$ cat config.mk
export PLATFORM = sky130hd
export DESIGN_NAME = seq_stepper
export DESIGN_NICKNAME = d
export VERILOG_FILES = /design/src/rtl/seq_stepper.sv
export SDC_FILE = /design/constraint.sdc
export NUM_CORES = 1
export LEC_CHECK = 0
export ABC_AREA = 1
export ABC_CLOCK_PERIOD_IN_PS = 3440
export BUFFER_PORTS_ARGS = -buffer_cell sky130_fd_sc_hd__buf_4
export CORE_UTILIZATION = 60
export CTS_CLUSTER_DIAMETER = 60
export DETAILED_ROUTE_END_ITERATION = 8
export GPL_TIMING_DRIVEN = 0
export PLACE_DENSITY = 0.8
export SKIP_LAST_GASP = 1
export SLEW_MARGIN = 20
export SYNTH_ARGS = -nofsm -noshare
export SYNTH_HDL_FRONTEND = slang
export SYNTH_SLANG_ARGS = --single-unit
$ cat constraint.sdc
create_clock -name clk -period 3.44 [get_ports clk]
set_clock_uncertainty 0.05 [all_clocks]
set_input_delay 0.344 -clock clk [delete_from_list [all_inputs] [get_ports clk]]
set_output_delay 0.344 -clock clk [all_outputs]
set_load 0.01 [all_outputs]
$ cat src/rtl/seq_stepper.sv
// Programmable sequence stepper: walks a position pointer through a run-time
// writable table in WRAP, SAT or BOUNCE mode and presents table[position].
module seq_stepper #(
    parameter int WIDTH = 4,
    parameter int DEPTH = 8,
    parameter int AW    = $clog2(DEPTH)
) (
    input  logic             clk,
    input  logic             rst,
    input  logic             clear,
    input  logic             step,
    input  logic             up,
    input  logic [1:0]       mode,
    input  logic [AW-1:0]    last_idx,
    input  logic             wr_en,
    input  logic [AW-1:0]    wr_addr,
    input  logic [WIDTH-1:0] wr_data,
    output logic [WIDTH-1:0] value,
    output logic [AW-1:0]    position,
    output logic             wrap,
    output logic             at_end
);

    localparam logic [AW-1:0] MAXIDX = AW'(DEPTH - 1);
    localparam logic [AW-1:0] ONE    = AW'(1);
    localparam logic [1:0]    M_SAT    = 2'b01;
    localparam logic [1:0]    M_BOUNCE = 2'b10;

    logic [WIDTH-1:0] tbl [DEPTH];
    logic [AW-1:0]    last;
    logic [AW-1:0]    pos_n;
    logic             dir_q, dir_n, wrap_n;

    assign last   = (int'(last_idx) > DEPTH - 1) ? MAXIDX : last_idx;
    assign value  = tbl[position];
    assign at_end = (position == '0) || (position == last);

    // Boundary tests come before any +1/-1 so the AW-bit arithmetic never wraps.
    always_comb begin
        pos_n  = position;
        dir_n  = dir_q;
        wrap_n = 1'b0;
        if (clear) begin
            pos_n = '0;
            dir_n = 1'b1;
        end else if (step) begin
            if (position > last) begin
                pos_n  = '0;
                dir_n  = 1'b1;
                wrap_n = 1'b1;
            end else begin
                case (mode)
                    M_SAT: begin
                        if (up) begin
                            if (position != last) pos_n = position + ONE;
                        end else begin
                            if (position != '0) pos_n = position - ONE;
                        end
                    end
                    M_BOUNCE: begin
                        // A single-entry sequence has nowhere to bounce to.
                        if (last != '0) begin
                            if (dir_q) begin
                                if (position == last) begin
                                    pos_n  = last - ONE;
                                    dir_n  = 1'b0;
                                    wrap_n = 1'b1;
                                end else begin
                                    pos_n = position + ONE;
                                end
                            end else begin
                                if (position == '0) begin
                                    pos_n  = ONE;
                                    dir_n  = 1'b1;
                                    wrap_n = 1'b1;
                                end else begin
                                    pos_n = position - ONE;
                                end
                            end
                        end
                    end
                    default: begin
                        if (up) begin
                            if (position == last) begin
                                pos_n  = '0;
                                wrap_n = 1'b1;
                            end else begin
                                pos_n = position + ONE;
                            end
                        end else begin
                            if (position == '0) begin
                                pos_n  = last;
                                wrap_n = 1'b1;
                            end else begin
                                pos_n = position - ONE;
                            end
                        end
                    end
                endcase
            end
        end
    end

    always_ff @(posedge clk or posedge rst) begin
        if (rst) begin
            position <= '0;
            dir_q    <= 1'b1;
            wrap     <= 1'b0;
            for (int i = 0; i < DEPTH; i++) tbl[i] <= WIDTH'(i);
        end else begin
            position <= pos_n;
            dir_q    <= dir_n;
            wrap     <= wrap_n;
            if (wr_en && (int'(wr_addr) < DEPTH)) tbl[wr_addr] <= wr_data;
        end
    end

endmodule

# == Word-level counts from Yosys, hierarchy flattened ==
# Cells that the tools add are included.
# word_totals
reg_bits,37
word_cells,73
# classes
add_sub_neg,3
n_lt_le_gt_ge,4
n_eq_ne,7
n_mux,36
bitwise,2
reduce_logical,10
# op_table
cell,n
$mux 3,13
$bwmux 32,1
$mux 1,15
$bmux 4 s3,1
$demux 4 s3,1
$mux 4,3
$reduce_bool 3->1,4
$ne 5x5->1 const B,2
$ge 4x4->1 const B,2
$not 3->4,2
$pmux 3 s2,1
$sub 3x1->3 const B,2
$lt 4x1->1 const B,1
$ne 4x4->1 const B,1
$reduce_and 4->1,1
$add 3x1->3 const B,1
$eq 3x3->1,1
$gt 3x3->1,1
$logic_not 3->1,1
$ne 3x3->1,1
$reduce_and 3->1,1
$eq 2x1->1 const B,1
$eq 2x2->1 const B,1
$pmux 1 s2,1
3 further kinds,3

# == Logic depth before layout (Yosys ltp) ==
# Gate-level depths: netlist of run 1.
# logic_depth
word_depth,8
ltp_mapped,14

# == Worst setup path before layout of run 1 ==
# OpenSTA, ideal clock, no wires.
# synth_path
path_type,register to register
from,reg position[0]
to,reg position[0]
setup_time_ps,116
arrival_ps,1704
required_time_ps,3274
path_slack_ps,1569
stages_incl_launch_ff,12
n_path_buf,2
synth_period_minus_slack_ps,1871
cell_sequence,dfrtp_1 > buf_2 > inv_2 > buf_4 > ha_1 > nand3_2 > nand2_1 > nand3_1 > a21oi_1 > nor2_1 > nand2_1 > nand2_1
# synth_between
elab_chain_len,8
# synth_lines
item,line_no,source
start: declaration,19,"output logic [AW-1:0] position,"
start signal: assignment,111,position <= pos_n;
"$sub 3x1->3, or another cell as far along","57, 77, 95",
$mux 3 (on tied branches),"72, 64",
$mux 3,63,if (dir_q) begin
$mux 3,62,if (last != '0) begin
$pmux 3 s2,52,case (mode)
$mux 3,47,if (position > last) begin
$mux 3,46,end else if (step) begin
$mux 3,43,if (clear) begin
# Parallel ways exist; a longest one is shown, timed or not. The select of a mux whose other input is x is not followed.
# A chain may end at the register's enable or synchronous reset.

# == Worst setup path after layout of run 1 ==
# layout_path
from,reg position[0]
to,out at_end
# layout_between
elab_chain_len,2
# layout_lines
item,line_no,source
$eq 3x3->1 / $logic_not 3->1 (equally long branches),36,assign at_end = (position == '0) || (position == last);
$logic_or 1x1->1 *,36,
end: declaration,21,output logic at_end
# Every way passes the cells marked *; elsewhere a longest branch is shown, timed or not.

==> impl_metrics.tcl, run 1 <==
set metrics [dict create \
    drc 0 \
    drive_gt1_share_pct 19.1 \
    dr.pass1.iters 5 \
    yosys.area.top_type_share_pct 27.0 \
    min_period_ns 2.40 \
    power_mw 1.50 \
    setup_tns_ns 0 \
    seq_area_frac_synth_pct 42.3 \
    cts_inserted_buffers 5 \
    synth_edf_count 0 \
    yosys-top-cells-count "93 x nand2_1, 42 x o21ai_0, 31 x nor2_1" \
    antenna_found_initial 0 \
    yosysTopAreaCell "dfrtp_1" \
    synth_nets 334 \
    cts_setup_buffers 0 \
    worst_pin_slew_ns 0.751 \
    gp_congestion 1.07 \
    p_int_mw 0.933 \
    p_leak_nw 1.33 \
    final-hold-violation-count 0 \
    cts_repair_resize_count 0 \
    seqPwrFrac_pct 39.3 \
    avgViaCountPerCell 5.70 \
    start_util_pct 64.7 \
    criticalPathCategory "reg -> out" \
    cts_max_path_buffers 2 \
    ys_ff_latch 37 \
    place_inst 378 \
    synth_top_flop_cell "dfrtp_1" \
    status "completed" \
    synth.distinct_cells 27 \
    whs_ns 0.149 \
    grt_max_degree 38 \
    grt_pass1_vias 1900 \
    power.switching_mw 0.563 \
    clkTransAtPathRegs_ns 0.06 \
    p_per_area_mw_per_mm2 582 \
    cp.required_ns 3.05 \
    core_sq_mm 0.00344 \
    diodes 0 \
    synthArstFlopShare_pct 100 \
    cts.htree.levels 2 \
    final_max_slew_viol_count 0 \
    maxCapViolCount 0 \
    max_freq_ghz 0.416 \
    avgSynthCellArea_sq_um 7.28 \
    fin_crit_sh_pct 69.9 \
    rsz0062_at_grt "no" \
    clk_latency_ns 0.28 \
    dpl_cell_area_sq_mm 0.00248 \
    p_sw_share_pct 37.6 \
    fp.dieH_um 62.9 \
    n_fill_cell 279 \
    cts_root_buf "clkbuf_8" \
    wl_um 5420 \
    fp-row-count 21 \
    setup_viol 0 \
    layout.area.seq_sq_um 942 \
    timing.slew.headroom_pct 49.8 \
    cts_sinks 37 \
    die_area_sq_mm 0.00396 \
    cts_tree "done" \
    yosysMostFrequentCell "nand2_1" \
    overflow 0 \
    drtAntennaViolNets 0 \
    final_cells 386 \
    ir_worst_vdd_uv 378 \
    min_path_type "in -> async" \
    area_growth_pct 15.4 \
    portBuffers 26 \
    syn_area_sq_mm 0.00223 \
    io_pins 27 \
    netlist_instances 306 \
    crit_fanout 12 \
    worstSetupStartpointType "flip-flop" \
    p_clk_share_pct 20.5 \
    yosysWarnings 0 \
    num-nets-final 367 \
    worstPathArrival_ns 2.01 \
    drtIter0Drc 270 \
    vias 2199 \
    grt_use_total_pct 29.8 \
    postCtsHoldBufs 0 \
    post-dp-hpwl_um 3860 \
    comb_power_share_pct 40.2 \
    final_area_sq_mm 0.00257 \
    post_drt_wl_per_cell_um 14.0 \
    synthTopCellsByArea "dfrtp_1 27%, nand2_1 16%, dfstp_2 15%, o21ai_0 9.4%, ha_1 5.6%" \
    die_w_um 62.9 \
    grt_pass1_wl_um 9150 \
    end_kind "output port" \
    multi_input_area_sq_mm 0.00113 \
]
-- path summary, 6_finish.rpt --
kind | end | slack [ns] | startpoint | cells after the start
worst max-delay path | at_end | 1.04 | position[0] | 7
worst min-delay path | wrap | 0.15 | rst | 2
worst max register to register | position[2] | 1.23 | position[1] | 12
worst min register to register | tbl[5] | 0.42 | tbl[5] | 2
max in group asynchronous | tbl[7] | 2.71 | rst | 2
min in group clk | wrap | 0.26 | step | 3
-- logic make-up (layout without fill, tap and decap cells) --
kind of cell,Yosys count,in the layout,synth area share (%)
flops,37,37,42.3
xor+xnor,1,1,0.393
buf+inv,37,71,6.96
simple gates,146,146,27.0
fa+ha+maj,10,10,5.61
compound gates,75,75,17.7
-- layout make-up --
| cell class | instances | share of cell area [%] |
|---|---|---|
| plain buffers | 5 | 1.27 |
| clock buffers | 8 | 3.50 |
| inverters | 32 | 4.77 |
| multi-input cells | 232 | 44.0 |
| flip-flops and latches | 37 | 36.6 |
| well taps | 46 | 2.24 |
| repair buffers | 26 | 7.59 |
-- power groups by stage --
stage	logic, mW	registers, mW	clock network, mW
5_1_grt	0.669	0.597	0.329
4_1_cts	0.590	0.586	0.310
6_report	0.602	0.588	0.307
3_5_place_dp	0.585	0.593	0
2_1_floorplan	0.403	0.584	0
3_3_place_gp	0.573	0.591	0
-- per-stage QoR --
| stage | worst slack (ns) | util, % |
|---|---|---|
| detailed placement | 1.28 | 72.1 |
| finish | 1.04 | 74.7 |
| CTS | 1.06 | 74.7 |
| global placement | 1.27 | 72.1 |
| global route | 0.909 | 74.7 |
| floorplan | 1.57 | - |
-- worst max-delay path, cell delays in order, from the launching register on --
cell     delay, ns
dfrtp_1       0.39
buf_2         0.23
inv_2         0.13
buf_4         0.21
ha_1          0.32
nand3_2       0.20
nand2_1       0.12
buf_4         0.12
-- flip-flops by register name, summed over array words and instances (netlist names) --
| name | cells |
|---|---|
| tbl | 32 |
| position | 3 |
| wrap | 1 |
| dir_q | 1 |
-- layout by cell type, fill, tap and decap left out --
cell type	instances
a21oi_1	13
a21oi_2	2
buf_2	2
buf_4	27
buf_6	1
clkbuf_1	3
clkbuf_8	6
dfrtp_1	24
dfstp_2	13
ha_1	10
inv_1	26
inv_2	5
inv_4	1
nand2_1	93
nand2_2	5
nand3_1	11
nand3_2	1
nand3b_1	1
nand4_1	1
nor2_1	31
nor2_4	1
nor3_1	1
nor3_2	1
o211ai_1	1
o21ai_0	42
o21ai_1	9
o22ai_1	8
xor2_1	1
-- metal layers --
layer,vias to the layer above,global-route usage [%],routed length [um]
met1,1023,44.8,2550
li1,1065,-,-
met3,7,4.38,418
met5,-,0,0
met4,0,7.56,48
met2,104,44.5,2400
(Power assumes the default switching activity.)
==> run 2: changes to the inputs <==
Settings changed: ABC_AREA 1 to 0, ABC_CLOCK_PERIOD_IN_PS 3440 to 2000, CORE_UTILIZATION 60 to 52, PLACE_DENSITY 0.8 to 0.73.
Clock period 3.44 ns to 2 ns, I/O delays scaled along.
==> run 2 against run 1 <==
Against the previous run:
- the flow now finishes with violations (setup timing)
- clock-buffer cell count down 1
- first-iteration DRC count decreased by 72%
- sequential share of layout area down 3.0 points
- utilization down 5.4 points
- total power up 68%
- via count is 26% lower
- register-to-register slack worse by 1.3 ns
- global-route usage down 5.6 points
- non-clock buffer count grew 9
- synthesized area grew 0.17%
- cell count decreased by 30%
==> impl_metrics.tcl, run 2 <==
set metrics [dict create \
    status "finished with violations" \
    violations "setup timing" \
    dpl_cell_area_sq_mm 0.00252 \
    die_w_um 67.5 \
    clkTransAtPathRegs_ns 0.07 \
    core_sq_mm 0.00406 \
    final_area_sq_mm 0.00281 \
    synthArstFlopShare_pct 100 \
    drc 0 \
    cts_max_path_buffers 2 \
    r2r_start "position[1]" \
    grt_use_total_pct 24.1 \
    grt_pass1_wl_um 7650 \
    p_per_area_mw_per_mm2 893 \
    die_area_sq_mm 0.00456 \
    setup_tns_ns -0.172 \
    diodes 0 \
    yosys-top-cells-count "25 x mux2_2, 24 x dfrtp_1, 13 x dfstp_2" \
    synthAdderAreaFrac_pct 5.61 \
    fin_ws_ns -0.0719 \
    synthSimpleGateAreaFrac_pct 11.2 \
    ir_worst_vdd_uv 554 \
    dr.pass1.iters 4 \
    synth_compound_area_share_pct 7.96 \
    yosysTopAreaCell "dfrtp_1" \
    cp.required_ns 2.17 \
    fin_crit_sh_pct 104 \
    cts_sinks 37 \
    worst_r2r_path_depth 7 \
    final_cell_mix "31 x buf_4, 22 x mux2_2, 22 x dfrtp_1, 13 x dfstp_2, 12 x mux2_1" \
    synth.distinct_cells 43 \
    post_drt_wl_per_cell_um 18.3 \
    yosysWarnings 0 \
    overflow 0 \
    num-nets-final 247 \
    min_period_ns 2.07 \
    antenna_found_initial 0 \
    end_kind "flip-flop" \
    setup.worst_path.end "position[1]" \
    synth_edf_count 0 \
    yosys.area.top_type_share_pct 26.9 \
    worstSetupStartpointType "flip-flop" \
    clk_latency_ns 0.29 \
    avgViaCountPerCell 6.04 \
    criticalPathCategory "reg -> reg" \
    gp_congestion 0.837 \
    vias 1631 \
    setup_viol 6 \
    grt_max_degree 38 \
    fp-row-count 23 \
    largest_reg_flops 32 \
    maxCapViolCount 0 \
    drtIter0Drc 76 \
    drtAntennaViolNets 0 \
    synth_nets 207 \
    r2r_end "position[1]" \
    crit_start "position[1]" \
    largestRegisters "tbl (32), position (3)" \
    area_growth_pct 25.9 \
    post-dp-hpwl_um 3400 \
    crit_fanout 8 \
    top_register "tbl" \
    synth_top_family_by_area "multiplexers" \
    synth_xor_area_share_pct 1.57 \
    postLayoutCoreUtil_pct 69.3 \
    ys_ff_latch 37 \
    avgSynthCellArea_sq_um 12.5 \
    wl_um 4940 \
    rrSetupSlack_ns -0.07 \
    max_freq_ghz 0.483 \
    p_leak_nw 1.21 \
    syn_area_sq_mm 0.00223 \
    cts_root_buf "clkbuf_8" \
    final_max_slew_viol_count 0 \
    cts_tree "done" \
    worstPathArrival_ns 2.24 \
    portBuffers 26 \
    min_path_type "in -> async" \
    grt_pass1_vias 1644 \
    seq_area_frac_synth_pct 42.2 \
    netlist_instances 179 \
    synth_top_flop_cell "dfrtp_1" \
    io_pins 27 \
    final_common_cell "buf_4" \
    start_util_pct 55.0 \
    synthTopCellsByArea "dfrtp_1 27%, dfstp_2 15%, mux2_2 13%, mux4_2 8.1%, mux2_1 6.1%" \
    timing.slew.headroom_pct 45.0 \
    postCtsHoldBufs 0 \
    cts.htree.levels 2 \
    drive_gt1_share_pct 50.9 \
    n_fill_cell 305 \
    final-hold-violation-count 0 \
    worst_pin_slew_ns 0.819 \
    rsz0062_at_grt "yes" \
    synth.area.mux_share_pct 27.6 \
    cts_inserted_buffers 5 \
    yosysMostFrequentCell "mux2_2" \
    fp.dieH_um 67.5 \
]
## run 2: critical path, stage by stage (launching register included)
cell	delay, ns
dfrtp_2	0.40
clkbuf_16	0.17
clkinvlp_4	0.13
ha_4	0.20
nor4bb_4	0.15
a311o_1	0.37
nor3b_2	0.31
a32o_2	0.24
## run 2: worst min-delay path by stage
stage | endpoint | slack (ns) | depth (start not counted)
after floorplan | dir_q | 0.27 | 1
after global placement | dir_q | 0.37 | 2
after detailed placement | wrap | 0.33 | 2
after CTS | tbl[7] | 0.02 | 2
after global routing | tbl[7] | 0.06 | 2
final | tbl[3] | 0.001 | 2
## run 2: per-layer routing
| metal | part of all wire, % | global-route usage [%] | wire length, um | vias up |
|---|---|---|---|---|
| met1 | 38 | 26.9 | 1890 | 807 |
| li1 | - | - | - | 751 |
| met3 | 4.5 | 5.07 | 222 | 16 |
| met4 | 3.0 | 12.2 | 146 | 0 |
| met5 | 0 | 0 | 0 | - |
| met2 | 54 | 42.9 | 2670 | 57 |
## run 2: repair_timing
item	4_1_cts	5_1_grt
buffers inserted	3	5
pin swaps	0	7
setup endpoints to repair	9	7
resized for setup	16	7
## run 2: layout make-up
type	instances	area, sq um	share of cell area [%]
sequential	37	945	33.6
timing repair buffer	34	267	9.48
tap	50	62.6	2.23
clock buffer	7	86.3	3.07
inverter	9	45.0	1.60
buffer	6	76.3	2.72
clock inverter	1	30.0	1.07
multi-input combinational	126	1300	46.2
## run 2: through the flow
stage / hold slack [ns] / setup WS (ns) / power (mW) / cells
2_1_floorplan: 0.266 / 0.00921 / 1.51 / 179
3_3_place_gp: 0.371 / -0.161 / 1.70 / 255
3_5_place_dp: 0.333 / -0.160 / 1.74 / 255
4_1_cts: 0.0185 / -0.0633 / 2.48 / 265
5_1_grt: 0.0580 / -0.134 / 2.64 / 270
6_report: 0.00118 / -0.0719 / 2.51 / 270
## run 2: report_power, final
| group | switching (mW) | internal (mW) | leakage [nW] |
|---|---|---|---|
| combinational | 0.347 | 0.482 | 0.719 |
| clock | 0.255 | 0.406 | 0.0585 |
| sequential | 0.0792 | 0.939 | 0.428 |
## run 2: cells by family after synthesis
kind of cell | Yosys count
buf+inv | 16
simple gates | 40
fa+ha+maj | 10
flops | 37
mux | 47
xor+xnor | 4
compound gates | 25
==> run 3: changes to the inputs <==
==> constraint.sdc (replaced) <==
create_clock -name clk -period 2 [get_ports clk]
set_clock_uncertainty 0.05 [all_clocks]
set_input_delay 0.1 -clock clk [delete_from_list [all_inputs] [get_ports clk]]
set_output_delay 0.1 -clock clk [all_outputs]
set_load 0.01 [all_outputs]
==> run 3 against run 2 <==
Against the previous run:
- the flow still finishes with violations (setup timing)
- fmax increased by 2.5%
- worst setup slack improved by 0.051 ns
- utilization increased by 1.8 points
- hold slack improved by 0.034 ns
- sequential cell count unchanged
- routed wire length increased by 4.1%
- via count increased by 1.6%
- cell count increased by 2.2%
- sequential share of layout area decreased by 0.86 points
- non-clock buffer count increased by 6
- critical path type unchanged
- largest cell class unchanged
- highest routed layer unchanged
==> impl_metrics.tcl, run 3 (synthesis gave the netlist of run 2 again) <==
set metrics [dict create \
    status "finished with violations" \
    violations "setup timing" \
    min_path_type "in -> reg" \
    gp_congestion 0.837 \
    drtIter0Drc 104 \
    wl_um 5140 \
    whs_ns 0.0351 \
    maxCapViolCount 0 \
    dr.pass1.iters 4 \
    cts_root_buf "clkbuf_8" \
    ir_worst_vdd_uv 562 \
    dp_slack_ns -0.160 \
    grt_pass1_vias 1686 \
    grt_max_degree 38 \
    core_sq_mm 0.00406 \
    avgViaCountPerCell 6.00 \
    cp.required_ns 2.17 \
    area_growth_pct 29.2 \
    final_max_slew_viol_count 0 \
    worstSetupStartpointType "flip-flop" \
    end_kind "flip-flop" \
    final-hold-violation-count 0 \
    top_register "tbl" \
    io_pins 27 \
    max_freq_ghz 0.495 \
    post_drt_wl_per_cell_um 18.6 \
    p_leak_nw 1.24 \
    rsz0062_at_grt "yes" \
    dpl_cell_area_sq_mm 0.00252 \
    cts_tree "done" \
    setup_viol 4 \
    largest_reg_flops 32 \
    cts_sinks 37 \
    drive_gt1_share_pct 51.8 \
    cts_inserted_buffers 5 \
    start_util_pct 55.0 \
    drtAntennaViolNets 0 \
    antenna_found_initial 0 \
    final_cell_mix "33 x buf_4, 22 x dfrtp_1, 20 x mux2_2, 13 x dfstp_2, 12 x mux2_1" \
    fin_crit_sh_pct 101 \
    timing.slew.headroom_pct 46.0 \
    worst_pin_slew_ns 0.803 \
    fp.dieH_um 67.5 \
    crit_fanout 8 \
    clkTransAtPathRegs_ns 0.07 \
    portBuffers 26 \
    num-nets-final 253 \
    post-dp-hpwl_um 3400 \
    die_w_um 67.5 \
    min_period_ns 2.02 \
    cts.htree.levels 2 \
    grt_pass1_wl_um 7900 \
    setup_tns_ns -0.0490 \
    diodes 0 \
    criticalPathCategory "reg -> reg" \
    fp-row-count 23 \
    p_per_area_mw_per_mm2 886 \
    fin_ws_ns -0.0213 \
    cts_max_path_buffers 2 \
    clk_latency_ns 0.29 \
    final_common_cell "buf_4" \
    drc 0 \
    overflow 0 \
    largestRegisters "tbl (32), position (3)" \
    worstPathArrival_ns 2.19 \
    vias 1657 \
    die_area_sq_mm 0.00456 \
    grt_use_total_pct 25.2 \
    final_area_sq_mm 0.00288 \
]
-- run 3: path summary, 6_finish.rpt --
check                           cells past startpoint     endpoint         from  slack, ns
worst max-delay path                                7  position[1]  position[1]      -0.02
worst min-delay path                                2      tbl[23]   wr_data[3]       0.04
worst max register to register                      7  position[1]  position[1]      -0.02
worst min register to register                      1      tbl[23]      tbl[23]       0.44
max in group asynchronous                           3  position[0]          rst       0.90
min in group asynchronous                           3       tbl[7]          rst       0.47
-- run 3: final cells by class --
cell class | count | area (sq um)
inverters | 9 | 41.3
clock inverters | 1 | 30.0
fillers | 294 | 1170
flip-flops and latches | 37 | 945
multi-input cells | 126 | 1320
repair buffers | 40 | 328
clock buffers | 7 | 86.3
well taps | 50 | 62.6
plain buffers | 6 | 76.3
-- run 3: stage by stage --
| step | power, mW | std cells | util, % |
|---|---|---|---|
| final | 2.56 | 276 | 71.1 |
| after global routing | 2.68 | 276 | 71.1 |
| after CTS | 2.51 | 272 | 68.8 |
| after detailed placement | 1.74 | 255 | 62.2 |
| after global placement | 1.70 | 255 | 62.2 |
| after floorplan | 1.51 | 179 | - |
-- run 3: report_power, final --
part / internal, mW / switching [mW]
Clock: 0.407 / 0.261
Combinational: 0.509 / 0.356
Sequential: 0.939 / 0.0835
-- run 3: layer usage --
layer	track usage [%]	part of all wire [%]
met5	0	0
met4	14.4	3.5
met3	4.90	3.6
met2	43.8	52
met1	28.5	40
-- run 3: critical path, cell delays in order, from the launching register on --
cell and delay, ns:
dfrtp_2 0.42, clkbuf_16 0.17, inv_1 0.10, ha_4 0.20, nor4bb_2 0.16, a311o_1 0.37
nor3b_2 0.28, a32o_1 0.21
-- run 3: timing repair --
action                     CTS  global route
buffers inserted             8             4
setup endpoints to repair    8             8
hold buffers                 2             0
pin swaps                    5             5
gates cloned                 0             0
gates resized for setup     20             9
hold endpoints to repair    25             0
